## config.mk

```make
export PLATFORM = sky130hd
export DESIGN_NAME = onehot_rr_arbiter
export DESIGN_NICKNAME = d
export VERILOG_FILES = /design/src/rtl/onehot_rr_arbiter.sv
export SDC_FILE = /design/constraint.sdc
export NUM_CORES = 1
export LEC_CHECK = 0
export BUFFER_PORTS_ARGS = -buffer_cell sky130_fd_sc_hd__buf_2
export CAP_MARGIN = 20
export CORE_AREA = 2 2 43 45
export CTS_BUF_LIST = sky130_fd_sc_hd__clkbuf_16
export CTS_CLUSTER_SIZE = 25
export DETAILED_ROUTE_END_ITERATION = 10
export DIE_AREA = 0 0 45 47
export PLACE_DENSITY = 0.68
export SYNTH_ARGS = -nofsm -noshare
export SYNTH_HDL_FRONTEND = slang
export SYNTH_SLANG_ARGS = --single-unit
```

## constraint.sdc

```tcl
create_clock -name clk -period 1.18 [get_ports clk]
set_clock_uncertainty 0.05 [all_clocks]
set_input_delay 0.118 -clock clk [delete_from_list [all_inputs] [get_ports clk]]
set_output_delay 0.118 -clock clk [all_outputs]
set_load 0.05 [all_outputs]
```

## src/rtl/onehot_rr_arbiter.sv

```systemverilog
// -----------------------------------------------------------------------------
// onehot_rr_arbiter
//
// Round-robin arbiter that produces the registered one-hot select for a
// downstream one-hot mux. A grant is held for a whole multi-beat transfer. It
// is released on the final accepted beat (ready && last), or when the granted
// requester drops its request. After a release, priority rotates to the
// requester just after the one that was served. There is always one idle
// cycle between grants, so the mux select never changes from one requester
// straight to another.
//
// Parameters:
//   SELECT_WIDTH  number of requesters (>= 1)
//   IDX_W         width of the binary grant index (min 1)
//
// Ports:
//   clk        rising-edge clock
//   rst        asynchronous active-high reset
//   req        per-requester request level
//   ready      downstream accepts the current beat
//   last       current beat is the final beat (only meaningful with ready)
//   gnt        registered one-hot grant, drives mux sel
//   gnt_valid  a grant is active
//   gnt_idx    binary index of the granted requester
// -----------------------------------------------------------------------------
module onehot_rr_arbiter #(
    parameter int SELECT_WIDTH = 4,
    parameter int IDX_W        = (SELECT_WIDTH > 1) ? $clog2(SELECT_WIDTH) : 1
) (
    input  logic                    clk,
    input  logic                    rst,
    input  logic [SELECT_WIDTH-1:0] req,
    input  logic                    ready,
    input  logic                    last,
    output logic [SELECT_WIDTH-1:0] gnt,
    output logic                    gnt_valid,
    output logic [IDX_W-1:0]        gnt_idx
);

    typedef enum logic {
        IDLE  = 1'b0,
        GRANT = 1'b1
    } state_e;

    state_e                  state_q;
    logic [SELECT_WIDTH-1:0] gnt_q;
    logic                    gnt_valid_q;
    logic [IDX_W-1:0]        gnt_idx_q;
    logic [IDX_W-1:0]        ptr_q;

    logic [SELECT_WIDTH-1:0] pick_onehot_d;
    logic [IDX_W-1:0]        pick_idx_d;
    logic                    pick_found_d;
    logic [IDX_W-1:0]        ptr_d;
    logic                    release_d;

    // Rotating priority pick: first scan the bits at or above ptr, then wrap
    // and scan from bit 0. The first hit wins, so the search order is
    // ptr, ptr+1, ..., W-1, 0, ..., ptr-1.
    // NOTE: every output of this block gets a default before the loops, so
    // no path leaves a value unassigned and no latch can be inferred.
    always_comb begin
        pick_onehot_d = '0;
        pick_idx_d    = '0;
        pick_found_d  = 1'b0;
        for (int i = 0; i < SELECT_WIDTH; i++) begin
            if (!pick_found_d && (i >= int'(ptr_q)) && req[i]) begin
                pick_found_d     = 1'b1;
                pick_onehot_d[i] = 1'b1;
                pick_idx_d       = IDX_W'(i);
            end
        end
        for (int i = 0; i < SELECT_WIDTH; i++) begin
            if (!pick_found_d && req[i]) begin
                pick_found_d     = 1'b1;
                pick_onehot_d[i] = 1'b1;
                pick_idx_d       = IDX_W'(i);
            end
        end
    end

    // Explicit modulo so that non-power-of-two widths wrap correctly.
    always_comb begin
        if (int'(gnt_idx_q) == SELECT_WIDTH - 1) begin
            ptr_d = '0;
        end else begin
            ptr_d = gnt_idx_q + IDX_W'(1);
        end
    end

    // Release on the final accepted beat. An abort (the granted requester
    // drops its request) releases the same way, so the case where both happen
    // together needs no special handling.
    assign release_d = (ready && last) || !(|(req & gnt_q));

    // NOTE: sequential state uses non-blocking assignments only, so every
    // flop samples the pre-edge values of the others.
    always_ff @(posedge clk or posedge rst) begin
        if (rst) begin
            state_q     <= IDLE;
            gnt_q       <= '0;
            gnt_valid_q <= 1'b0;
            gnt_idx_q   <= '0;
            ptr_q       <= '0;
        end else begin
            case (state_q)
                IDLE: begin
                    if (|req) begin
                        state_q     <= GRANT;
                        gnt_q       <= pick_onehot_d;
                        gnt_valid_q <= 1'b1;
                        gnt_idx_q   <= pick_idx_d;
                    end
                end
                GRANT: begin
                    // gnt_idx_q holds its value while idle; it only has to
                    // be correct while gnt_valid is high.
                    if (release_d) begin
                        state_q     <= IDLE;
                        gnt_q       <= '0;
                        gnt_valid_q <= 1'b0;
                        ptr_q       <= ptr_d;
                    end
                end
                default: begin
                    state_q     <= IDLE;
                    gnt_q       <= '0;
                    gnt_valid_q <= 1'b0;
                end
            endcase
        end
    end

    assign gnt       = gnt_q;
    assign gnt_valid = gnt_valid_q;
    assign gnt_idx   = gnt_idx_q;

endmodule

```

# --- Word-level counts from Yosys, hierarchy flattened ---
# Index checks and enable logic that the tools add are counted.
totals:
  ff_bits: 10
  input_bits: 8
  out_inout_bits: 7
classes:
  addsub: 1
  magnitude_cmp: 3
  eq_ne: 3
  muxes: 31
  bitwise_logic: 2
  reduce_logical: 25
op_table:
  columns: ["op", "n"]
  rows:
  - ["1-bit 2-to-1 mux", 19]
  - ["2-bit 2-to-1 mux", 7]
  - ["1-bit logical AND", 11]
  - ["1-bit logical NOT", 8]
  - ["4-bit 2-to-1 mux", 2]
  - ["4-bit one-hot mux with 2 select lines", 1]
  - ["4-bit OR reduction", 2]
  - ["2-bit AND reduction", 3]
  - ["4-bit AND", 1]
  - ["1-bit by 2-bit >= comparator with 1-bit output (first input constant)", 2]
  - ["1-bit one-hot mux with 2 select lines", 2]
  - ["2-bit by 1-bit adder with 2-bit output (second input constant)", 1]
  - ["2-bit by 1-bit equality test with 1-bit output (second input constant)", 1]
  - ["2-bit >= comparator (first input constant)", 1]
  - ["2-bit by 1-bit != test with 1-bit output (second input constant)", 1]
  - ["2-bit != test (second input constant)", 1]
  - ["1-bit logical OR", 1]
  - ["1-bit inverter", 1]

# --- Depth between registers and ports, before layout ---
# Gate-level depths: netlist (run 1).
depth:
  word_depth: 28
  ltp_mapped: 5
  ltp_nobuf: 4

# --- Worst setup path before layout (run 1) ---
# OpenSTA, ideal clock, no wires.
synth_path:
  path_kind: "reg-to-reg"
  from: "register gnt_q[2], in the netlist gnt[2]"
  to: "register ptr_q[0]"
  setup_ns: 0.125
  arrival_time_ns: 1.397
  t_required_ns: 1.005
  path_slack_ns: -0.392
  path_stages_with_launch: 5
  path_buffers: 0
  period_less_slack_ns: 1.572
  cell_sequence: "dfrtp_1 -> a22oi_2 -> nand2_2 -> a21oi_4 -> mux2_4"
synth_between:
  elab_chain_cells: 5
synth_rtl:
  columns: ["item", "line", "rtl"]
  rows:
  - ["from (decl)", "46", "logic [SELECT_WIDTH-1:0] gnt_q;"]
  - ["from (signal assigned)", "110", "gnt_q <= pick_onehot_d;"]
  - ["4-bit AND", "94", "assign release_d = (ready && last) || !(|(req & gnt_q));"]
  - ["4-bit OR reduction", "94", null]
  - ["1-bit logical NOT", "94", null]
  - ["1-bit logical OR", "94", null]
  - ["2-bit AND reduction (no source line)", null, null]
  - ["to (signal assigned)", "122", "ptr_q <= ptr_d;"]
  - ["to (decl)", "49", "logic [IDX_W-1:0] ptr_q;"]
# No other way between the ends.
# A chain may end at the register's enable or synchronous reset.

# --- Final worst setup path (run 1) ---
layout_path:
  from: "register gnt_q[1], in the netlist gnt[1]"
  to: "register ptr_q[0]"
# Same word-level chain as after synthesis.

==> results.md, run 1 <==
- First-pass DRT Iterations: 4
- Chip width: around 45 um
- Largest net degree at the start of global routing: 11
- Post-synthesis adder-cell area fraction: 2.00%
- Final hold vios: 0
- Setup TNS: -0.849 ns
- Ys Warns: 0
- Detail-routed via count per cell: 5.14
- Root Buffer: clkbuf_16
- Synth Cell Area: 626 um^2
- Clock Latency Late Sink: 0.24 ns
- Final setup viols: 11
- Rel. slew slack: 74.9%
- Total power: about 3.0 mW
- Non-Filler Instances: 116
- CTS Buf Count: 3
- Hold Path Class: in -> reg
- Sink Count: 10
- Antenna diode count: 0
- GRT Total Usage: 16.9%
- Compound-cell area share of the yosys netlist: 25.4%
- Number of filler cells placed in the layout: 152
- Critical path class: reg -> reg
- Design area: roughly 1000 um^2
- Yosys reg bits: 10
- Total die area: 0.00212 mm^2
- Pins Over Slew Limit: 0
- Core ar.: between 0.0015 and 0.002 mm^2
- Port bufs: 14
- Vias: 596
- Row count: 15
- Synth Area in Simple Gates: 24.0%
- Part of the cycle the worst path needs: 114%
- Routability cong.: approximately 0.84
- Critical path launch point type: flop
- Unique masters post-synth: 29
- Layout cells sized above 1: 60.6%
- Area Overhead vs Synth: 59.2%
- Status: finished with violations
- Final ANT Viol Nets: 0
- RSZ-0062 raised after global routing: true
- Crit-path leading delay family: flip-flops
- Crit-path cells: a22oi_2, nand2_2, a21oi_4, mux2_4
- Num ports: 15
- P per Cell Area: 3000 mW/mm^2
- Die H: 47 um
- Buf/Inv on CP: 0
- GR Overflow Total: 0
- Crit Path Max Fanout: 3
- Overall routed net length: around 1700 um
- H-tree depth: 1
- First-pass GRT wire length: 2480 um
- DP Area: ~830 um^2
- Initial antenna violation count: 0
- Vias in the first global route: 554
- Wire per inst: 14.5 um
- Residual DRC count: 0
- Final HPWL DP: 1220 um
- Final #Nets: between 100 and 150
- TritonCTS clock tree: yes
- Max cap viols: 0
- CP max stage delay: 0.40 ns
- Seq/Total Area, Yosys: 40.0%
- CP max-delay cell: dfrtp_2
- Placement Setup Slack: -0.162 ns
- Syn_nets: 71
- Clock Path Buffers: 2
- CP endpoint kind: flop
- Failing checks: negative setup slack
- Post-layout min period: between 1 and 1.5 ns
- Mapped Avg Cell Area: 10.1 um^2
- CTS clk-pin slew, worst paths: 0.04 ns
- Mux cell area share after synthesis: 4.80%
- Post-synthesis xor/xnor area fraction: 0%
- CP arrival: 1.42 ns
- VDD IR-drop max: 1.66 mV
- DRT iter0 DRCs: 7
- CP Data Required Time: 1.25 ns
- Least-Margin Pin Slew: approximately 0.38 ns
- Post-Syn Instances: 62
- Final critical-path setup slack: -0.170 ns
- Initial Util: 37.9%
- Placed cells: 107
- Leak: 0.472 nW
- F_max: 741 MHz
- Main combinational cell family by area after synthesis: compound AO/OA/AOI/OAI gates
[routing by layer]
metal  GRT usage (%)  wire [um]
met5               0          0
met4            10.6          9
met2            27.4        881
met3               0         34
met1            22.9        758
[flip-flops by register name, summed over array words and instances, names as in the netlist]
| name | count |
|---|---|
| gnt_idx | 2 |
| gnt | 4 |
| ptr_q | 2 |
| state_q | 1 |
| gnt_valid | 1 |
[cell usage in the layout, fill, tap and decap left out, types with 2 or more instances in the layout]
cell type  instances
buf_4             17
buf_2             14
nor2_1             7
dfrtp_1            6
nand2_1            5
dfrtp_2            4
o2bb2ai_1          3
clkbuf_16          3
a22oi_2            2
inv_1              2
mux2_4             2
nor2b_1            2
nor3_2             2
a31oi_1            2
buf_6              2
[area by class of cell]
| type | count | area [um^2] | area share (%) |
|---|---|---|---|
| Multi-Input combinational cell | 48 | 383 | 38.4 |
| Sequential cell | 10 | 255 | 25.6 |
| Timing Repair Buffer | 35 | 250 | 25.1 |
| Clock buffer | 3 | 75.1 | 7.54 |
| Tap cell | 17 | 21.3 | 2.14 |
| Inverter | 2 | 7.51 | 0.754 |
| Clock inverter | 1 | 3.75 | 0.377 |
[path summary, 6_finish.rpt]
path | to | depth (start not counted) | slack, ns | from
min | gnt[0]$_DFFE_PP0P_ | 3 | 0.16 | req[0]
max in group asynchronous | gnt[1]$_DFFE_PP0P_ | 3 | 0.43 | rst
min reg2reg | gnt_valid$_DFFE_PP0P_ | 2 | 0.51 | gnt_valid$_DFFE_PP0P_
max reg2reg | ptr_q[0]$_DFFE_PP0P_ | 4 | -0.17 | gnt[1]$_DFFE_PP0P_
max | ptr_q[0]$_DFFE_PP0P_ | 4 | -0.17 | gnt[1]$_DFFE_PP0P_
min in group asynchronous | ptr_q[1]$_DFFE_PP0P_ | 3 | 0.36 | rst
[tightest hold or removal path: stages]
cell and delay, ns:
buf_2 0.15, nand2_1 0.07, o2bb2ai_1 0.07
[power breakdown]
| group | switching, mW | internal [mW] | total [mW] |
|---|---|---|---|
| logic | 0.967 | 0.816 | 1.78 |
| registers | 0.0954 | 0.507 | 0.602 |
| clock network | 0.159 | 0.444 | 0.603 |
[cell usage after synthesis]
cell	count	area [um^2]
dfrtp_1	10	250
nor2_1	9	33.8
nand2_1	5	18.8
o21ai_0	3	15.0
o2bb2ai_1	3	26.3
a21oi_1	2	10.0
a22oi_2	2	25.0
a31oi_1	2	12.5
inv_1	2	7.51
mux2_4	2	30.0
nand2b_1	2	12.5
nor2b_1	2	12.5
nor3_1	2	10.0
a21o_1	1	7.51
a21oi_4	1	16.3
a31o_2	1	8.76
and2_4	1	8.76
and2b_1	1	7.51
buf_2	1	5.00
buf_6	1	11.3
ha_1	1	12.5
nand2_2	1	6.26
nor3_2	1	10.0
nor4_4	1	21.3
o2111ai_1	1	8.76
o22a_1	1	8.76
o31ai_1	1	7.51
o31ai_2	1	12.5
or2_4	1	8.76
[stage by stage]
step	util, %	hold WS (ns)
floorplan	-	-0.0921
global placement	50.0	0.0516
detailed placement	50.0	0.0594
CTS	56.4	0.162
global route	60.3	0.181
finish	60.3	0.164
[what timing repair did]
item	4_1_cts	5_1_grt
setup endpoints to repair	9	10
resized for setup	4	9
endpoints found under the hold margin	10	0
pin swaps	1	7
hold buffers	1	0
buffers inserted	1	4
[cell families after synthesis]
logic type	after synthesis
DFF	10
muxes	2
and+or+nand+nor	26
buffers and inverters	4
adders and majority gates	1
AOI/OAI and AO/OA	19
No activity file was read; power rests on OpenSTA's default activity.
==> run 2: changes to the inputs <==
--- a/config.mk
+++ b/config.mk
@@ -5,13 +5,15 @@
 export SDC_FILE = /design/constraint.sdc
 export NUM_CORES = 1
 export LEC_CHECK = 0
-export BUFFER_PORTS_ARGS = -buffer_cell sky130_fd_sc_hd__buf_2
+export BUFFER_PORTS_ARGS = -buffer_cell sky130_fd_sc_hd__buf_4
 export CAP_MARGIN = 20
 export CORE_AREA = 2 2 43 45
 export CTS_BUF_LIST = sky130_fd_sc_hd__clkbuf_16
+export CTS_CLUSTER_DIAMETER = 60
 export CTS_CLUSTER_SIZE = 25
 export DETAILED_ROUTE_END_ITERATION = 10
 export DIE_AREA = 0 0 45 47
+export HOLD_SLACK_MARGIN = 0.12
 export PLACE_DENSITY = 0.68
 export SYNTH_ARGS = -nofsm -noshare
 export SYNTH_HDL_FRONTEND = slang
==> results.md, run 2 (same netlist as run 1, synthesis figures left out) <==
- Vias: 584 (was 596)
- Detail-routed via count per cell: 5.26 (was 5.14)
- Clock Path Buffers: 2 (unchanged)
- Core ar.: 0.00165 mm^2 (unchanged)
- R2r setup slk: -0.14 ns (was -0.17 ns)
- Largest net degree at the start of global routing: 11 (unchanged)
- Met2 Track Usage GR: 25.7% (was 27.4%)
- CP endpoint kind: flop (unchanged)
- Hold EP: gnt[0]$_DFFE_PP0P_ (unchanged)
- TritonCTS clock tree: yes (unchanged)
- Residual DRC count: 0 (unchanged)
- Critical path launch point type: flop (unchanged)
- Hold Path Class: in -> reg (unchanged)
- Met1 Use GR: 21.9% (was 22.9%)
- WHS Path Cells: 3 (unchanged)
- Leak: 0.443 nW (was 0.472 nW)
- Area Overhead vs Synth: 55.6% (was 59.2%)
- Num ports: 15 (unchanged)
- DRT iter0 DRCs: 5 (was 7)
- RSZ-0062 raised after global routing: true (unchanged)
- Reg-to-Reg End: ptr_q[0]$_DFFE_PP0P_ (unchanged)
- Failing checks: negative setup slack (unchanged)
- Sink Count: 10 (unchanged)
- Row count: 15 (unchanged)
- GR Overflow Total: 0 (unchanged)
- F_max: 760 MHz (was 741 MHz)
- Initial Util: 37.9% (unchanged)
- Critical path class: reg -> reg (unchanged)
- Status: finished with violations (unchanged)
- Final core area utilization: 58.9% (was 60.3%)
- Port bufs: 14 (unchanged)
- Pins Over Slew Limit: 0 (unchanged)
- Final HPWL DP: 1190 um (was 1220 um)
- Setup TNS: -0.644 ns (was -0.849 ns)
- Final setup viols: 9 (was 11)
- Final ANT Viol Nets: 0 (unchanged)
- Max reg flops: 4 (unchanged)
- Post-layout min period: 1.32 ns (was 1.35 ns)
- GRT Total Usage: 16.6% (was 16.9%)
- GR peak layer: met2 (unchanged)
- Crit Path Max Fanout: 3 (unchanged)
- Most frequent cells in the layout: buf_4 (28), nor2_1 (9), dfrtp_1 (6) (was buf_4 (17), buf_2 (14), nor2_1 (7))
- VDD IR-drop max: 1.82 mV (was 1.66 mV)
- Initial antenna violation count: 0 (unchanged)
- Hold Startpoint: req[0] (unchanged)
- Wire per inst: 13.7 um (was 14.5 um)
- Chip width: 45 um (unchanged)
- Least-Margin Pin Slew: 0.389 ns (was 0.377 ns)
- Rel. slew slack: 74.0% (was 74.9%)
- Final hold vios: 0 (unchanged)
- Routability cong.: 0.842 (was 0.840)
- First-pass GRT wire length: 2460 um (was 2480 um)
- CTS clk-pin slew, worst paths: 0.04 ns (about the same)
- R2R depth: 4 (unchanged)
- Final #Nets: 104 (was 109)
- Layout cells sized above 1: 54.3% (was 60.6%)
- Commonest non-fill, non-tap cell in the layout: buf_4 (unchanged)
- CTS Buf Count: 3 (unchanged)
- Root Buffer: clkbuf_16 (unchanged)
- Overall routed net length: 1520 um (was 1680 um)
- H-tree depth: 1 (unchanged)
- Final critical-path setup slack: -0.136 ns (was -0.170 ns)
- P per Cell Area: 2910 mW/mm^2 (was 3000 mW/mm^2)
- Total die area: 0.00212 mm^2 (unchanged)
- Post-CTS Setup Bufs: 0 (was 1)
- Vias in the first global route: 553 (was 554)
- Part of the cycle the worst path needs: 111% (was 114%)
- Reg-to-reg startpoint: gnt[1]$_DFFE_PP0P_ (unchanged)
- Die H: 47 um (unchanged)
- CP arrival: 1.39 ns (was 1.42 ns)
- Clock Latency Late Sink: 0.24 ns (about the same)
- Max cap viols: 0 (unchanged)
- CP Data Required Time: 1.25 ns (about the same)
- Met3 Usage GRT: 2.31% (was 0%)
- Antenna diode count: 0 (unchanged)
- First-pass DRT Iterations: 4 (unchanged)
run 2: where the power goes:
part / switching [mW] / internal, mW
Sequential: 0.113 / 0.507
Combinational: 0.879 / 0.733
Clock: 0.157 / 0.444
Total: 1.15 / 1.68
run 2: metrics by stage:
step / total power, mW / worst slack [ns] / std cells / cell area (um^2) / hold slack, ns
3_3_place_gp: 2.14 / -0.138 / 106 / 853 / 0.0668
5_1_grt: 3.00 / -0.189 / 111 / 973 / 0.178
3_5_place_dp: 2.16 / -0.156 / 106 / 853 / 0.0732
4_1_cts: 2.78 / -0.138 / 111 / 943 / 0.157
2_1_floorplan: 1.61 / -0.295 / 62 / 631 / -0.0921
6_report: 2.83 / -0.136 / 111 / 973 / 0.151
run 2: repair_timing:
action | CTS | global route
pin swaps | 1 | 4
setup endpoints to repair | 9 | 10
resized for setup | 2 | 5
hold buffers | 1 | 0
endpoints found under the hold margin | 10 | 0
run 2: worst max-delay path: stages, from the launching register on:
cell	delay (ns)
dfrtp_2	0.40
a22oi_2	0.17
nand2_2	0.09
a21oi_4	0.18
mux2_4	0.31
run 2: how the worst max path moves through the flow:
stage / from / to / slack, ns / cells after the start
6_report: gnt[1]$_DFFE_PP0P_ / ptr_q[0]$_DFFE_PP0P_ / -0.14 / 4
5_1_grt: gnt[2]$_DFFE_PP0P_ / ptr_q[0]$_DFFE_PP0P_ / -0.19 / 4
4_1_cts: gnt[2]$_DFFE_PP0P_ / ptr_q[0]$_DFFE_PP0P_ / -0.14 / 4
3_5_place_dp: gnt[2]$_DFFE_PP0P_ / ptr_q[0]$_DFFE_PP0P_ / -0.16 / 4
3_3_place_gp: gnt[1]$_DFFE_PP0P_ / ptr_q[0]$_DFFE_PP0P_ / -0.14 / 4
2_1_floorplan: gnt[2]$_DFFE_PP0P_ / ptr_q[0]$_DFFE_PP0P_ / -0.29 / 4
run 2: area by class of cell:
type,count,area [um^2]
timing repair buffer,30,231
clock inverter,1,3.75
tap,17,21.3
clock buffer,3,75.1
inverter,2,7.51
fill,142,678
sequential,10,255
multi-input combinational,48,379
run 2: layer usage:
metal	up-vias	part of all wire, %
li1	288	-
met1	277	46
met2	14	48
met3	5	4.3
met4	0	2.2
met5	-	0
==> run 3: changes to the inputs <==
--- a/config.mk
+++ b/config.mk
@@ -15,6 +15,7 @@
 export DIE_AREA = 0 0 45 47
 export HOLD_SLACK_MARGIN = 0.12
 export PLACE_DENSITY = 0.68
+export SETUP_SLACK_MARGIN = 0.4
 export SYNTH_ARGS = -nofsm -noshare
 export SYNTH_HDL_FRONTEND = slang
 export SYNTH_SLANG_ARGS = --single-unit
==> results.md, run 3 (same netlist as run 1, synthesis figures left out) <==
- VDD IR-drop max: 2.42 mV (was 1.82 mV)
- Gate power share: 62.0% (was 56.9%)
- Int Pwr: 1.99 mW (was 1.68 mW)
- Layout cells sized above 1: 64.0% (was 54.3%)
- Crit Path Max Fanout: 3 (unchanged)
- Residual DRC count: 0 (unchanged)
- GRT Total Usage: 18.9% (was 16.6%)
- H-tree depth: 1 (unchanged)
- CP arrival: 1.42 ns (was 1.39 ns)
- Clock Latency Late Sink: 0.24 ns (about the same)
- P_sw: 1.27 mW (was 1.15 mW)
- TritonCTS clock tree: yes (unchanged)
- Final ANT Viol Nets: 0 (unchanged)
- Chip width: 45 um (unchanged)
- Vias: 598 (was 584)
- Overall routed net length: 1660 um (was 1520 um)
- Reg-to-reg startpoint: gnt[2]$_DFFE_PP0P_ (was gnt[1]$_DFFE_PP0P_)
- Total die area: 0.00212 mm^2 (unchanged)
- Routability cong.: 0.846 (was 0.842)
- Largest net degree at the start of global routing: 11 (unchanged)
- Final setup viols: 10 (was 9)
- Seq pwr share: 19.3% (was 21.9%)
- Rel. slew slack: 73.9% (was 74.0%)
- Least-Margin Pin Slew: 0.390 ns (was 0.389 ns)
- Sink Count: 10 (unchanged)
- Initial Util: 37.9% (unchanged)
- Final core area utilization: 67.0% (was 58.9%)
- CTS clk-pin slew, worst paths: 0.04 ns (about the same)
- Initial antenna violation count: 0 (unchanged)
- Hold slack: -0.190 ns (was 0.151 ns)
- Clock group share of total power: 18.7% (was 21.2%)
- Vias in the first global route: 589 (was 553)
- Commonest non-fill, non-tap cell in the layout: buf_4 (unchanged)
- First-pass DRT Iterations: 4 (unchanged)
- Area Overhead vs Synth: 77.0% (was 55.6%)
- Final HPWL DP: 1240 um (was 1190 um)
- Most frequent cells in the layout: buf_4 (24), nor2_1 (9), dfrtp_2 (6), buf_8 (6), buf_6 (6) (was buf_4 (28), nor2_1 (9), dfrtp_1 (6))
- CP Data Required Time: 1.25 ns (about the same)
- Failing checks: negative hold slack, negative setup slack (was negative setup slack)
- Post-layout min period: 1.35 ns (was 1.32 ns)
- Placement Setup Slack: -0.182 ns (was -0.156 ns)
- Detail-routed via count per cell: 5.11 (was 5.26)
- Row count: 15 (unchanged)
- DRT iter0 DRCs: 6 (was 5)
- Status: finished with violations (unchanged)
- RSZ-0062 raised after global routing: true (unchanged)
- Part of the cycle the worst path needs: 114% (was 111%)
- Number of filler cells placed in the layout: 140 (was 142)
- Pins Over Slew Limit: 0 (unchanged)
- Critical path launch point type: flop (unchanged)
- Port bufs: 14 (unchanged)
- Core ar.: 0.00165 mm^2 (unchanged)
- F_max: 742 MHz (was 760 MHz)
- Die H: 47 um (unchanged)
- Final #Nets: 110 (was 104)
- P per Cell Area: 2940 mW/mm^2 (was 2910 mW/mm^2)
- Wire per inst: 14.2 um (was 13.7 um)
- Antenna diode count: 0 (unchanged)
- GR Overflow Total: 0 (unchanged)
- Num ports: 15 (unchanged)
- Switching Share: 38.9% (was 40.6%)
- Clock Path Buffers: 2 (unchanged)
- Leak: 0.507 nW (was 0.443 nW)
- Max cap viols: 0 (unchanged)
- Final hold vios: 10 (was 0)
- Worst Setup SP: gnt[2]$_DFFE_PP0P_ (was gnt[1]$_DFFE_PP0P_)
- CTS Buf Count: 3 (unchanged)
- Root Buffer: clkbuf_16 (unchanged)
- First-pass GRT wire length: 2750 um (was 2460 um)
- CP endpoint kind: flop (unchanged)
- Critical path class: reg -> reg (unchanged)
- Final critical-path setup slack: -0.168 ns (was -0.136 ns)
- Hold Path Class: in -> async (was in -> reg)
- Max reg flops: 4 (unchanged)
run 3: cell count changes in the layout (fill, tap and decap cells not counted), moves of 2 or more:
cell | before | now
buf_6 | 1 | 6
dfrtp_2 | 4 | 6
o2bb2ai_2 | 0 | 2
o31ai_2 | 0 | 2
dfrtp_1 | 6 | 4
o2bb2ai_1 | 3 | 1
buf_4 | 28 | 24
buf_8 | 0 | 6
run 3: area by class of cell:
type	count	area, um^2	area share (%)
repair buffers	36	338	30.5
inverters	2	7.51	0.678
well taps	17	21.3	1.92
clock inverters	1	3.75	0.339
multi-input cells	48	404	36.5
clock buffers	3	75.1	6.78
flip-flops and latches	10	258	23.3
run 3: worst paths after layout:
path / to / slack, ns / cells past startpoint
max in group asynchronous: gnt_idx[0]$_DFFE_PP0P_ / 0.97 / 2
hold / removal: ptr_q[1]$_DFFE_PP0P_ / -0.19 / 2
min in group clk: gnt[0]$_DFFE_PP0P_ / 0.16 / 3
setup reg to reg: ptr_q[0]$_DFFE_PP0P_ / -0.17 / 4
hold reg to reg: gnt_valid$_DFFE_PP0P_ / 0.47 / 2
setup / recovery: ptr_q[0]$_DFFE_PP0P_ / -0.17 / 4
run 3: critical path, cell delays in order, from the launching register on:
cell     delay, ns
dfrtp_2       0.40
a22oi_2       0.17
nand2_2       0.10
a21oi_4       0.18
mux2_4        0.31
run 3: what timing repair did:
action                                  in CTS  in global routing
pin swaps                                    4                  5
hold endpoints to repair                    10                 10
setup buffers                                4                  1
resized for setup                           19                  9
endpoints found under the setup margin      17                 17
cloned                                       0                  0
run 3: stage by stage:
stage / area (um^2) / TNS, ns / std cells / total power, mW
after detailed placement: 871 / -0.904 / 108 / 2.22
after CTS: 1050 / -0.784 / 116 / 3.15
after global placement: 871 / -0.520 / 108 / 2.18
after global routing: 1110 / -1.27 / 117 / 3.44
after floorplan: 633 / -1.20 / 62 / 1.62
final: 1110 / -0.829 / 117 / 3.26
run 3: power groups by stage:
stage                     clock network (mW)  registers [mW]  logic, mW
final                                  0.610           0.627       2.02
after global routing                   0.646           0.641       2.16
after CTS                              0.616           0.624       1.90
after detailed placement                   0           0.612       1.61
after global placement                     0           0.602       1.58
after floorplan                            0           0.970      0.646
run 3: layer usage:
metal | routed length, um | track usage (%)
met1 | 766 | 25.7
met2 | 808 | 28.9
met3 | 54 | 2.69
met4 | 30 | 10.6
met5 | 0 | 0
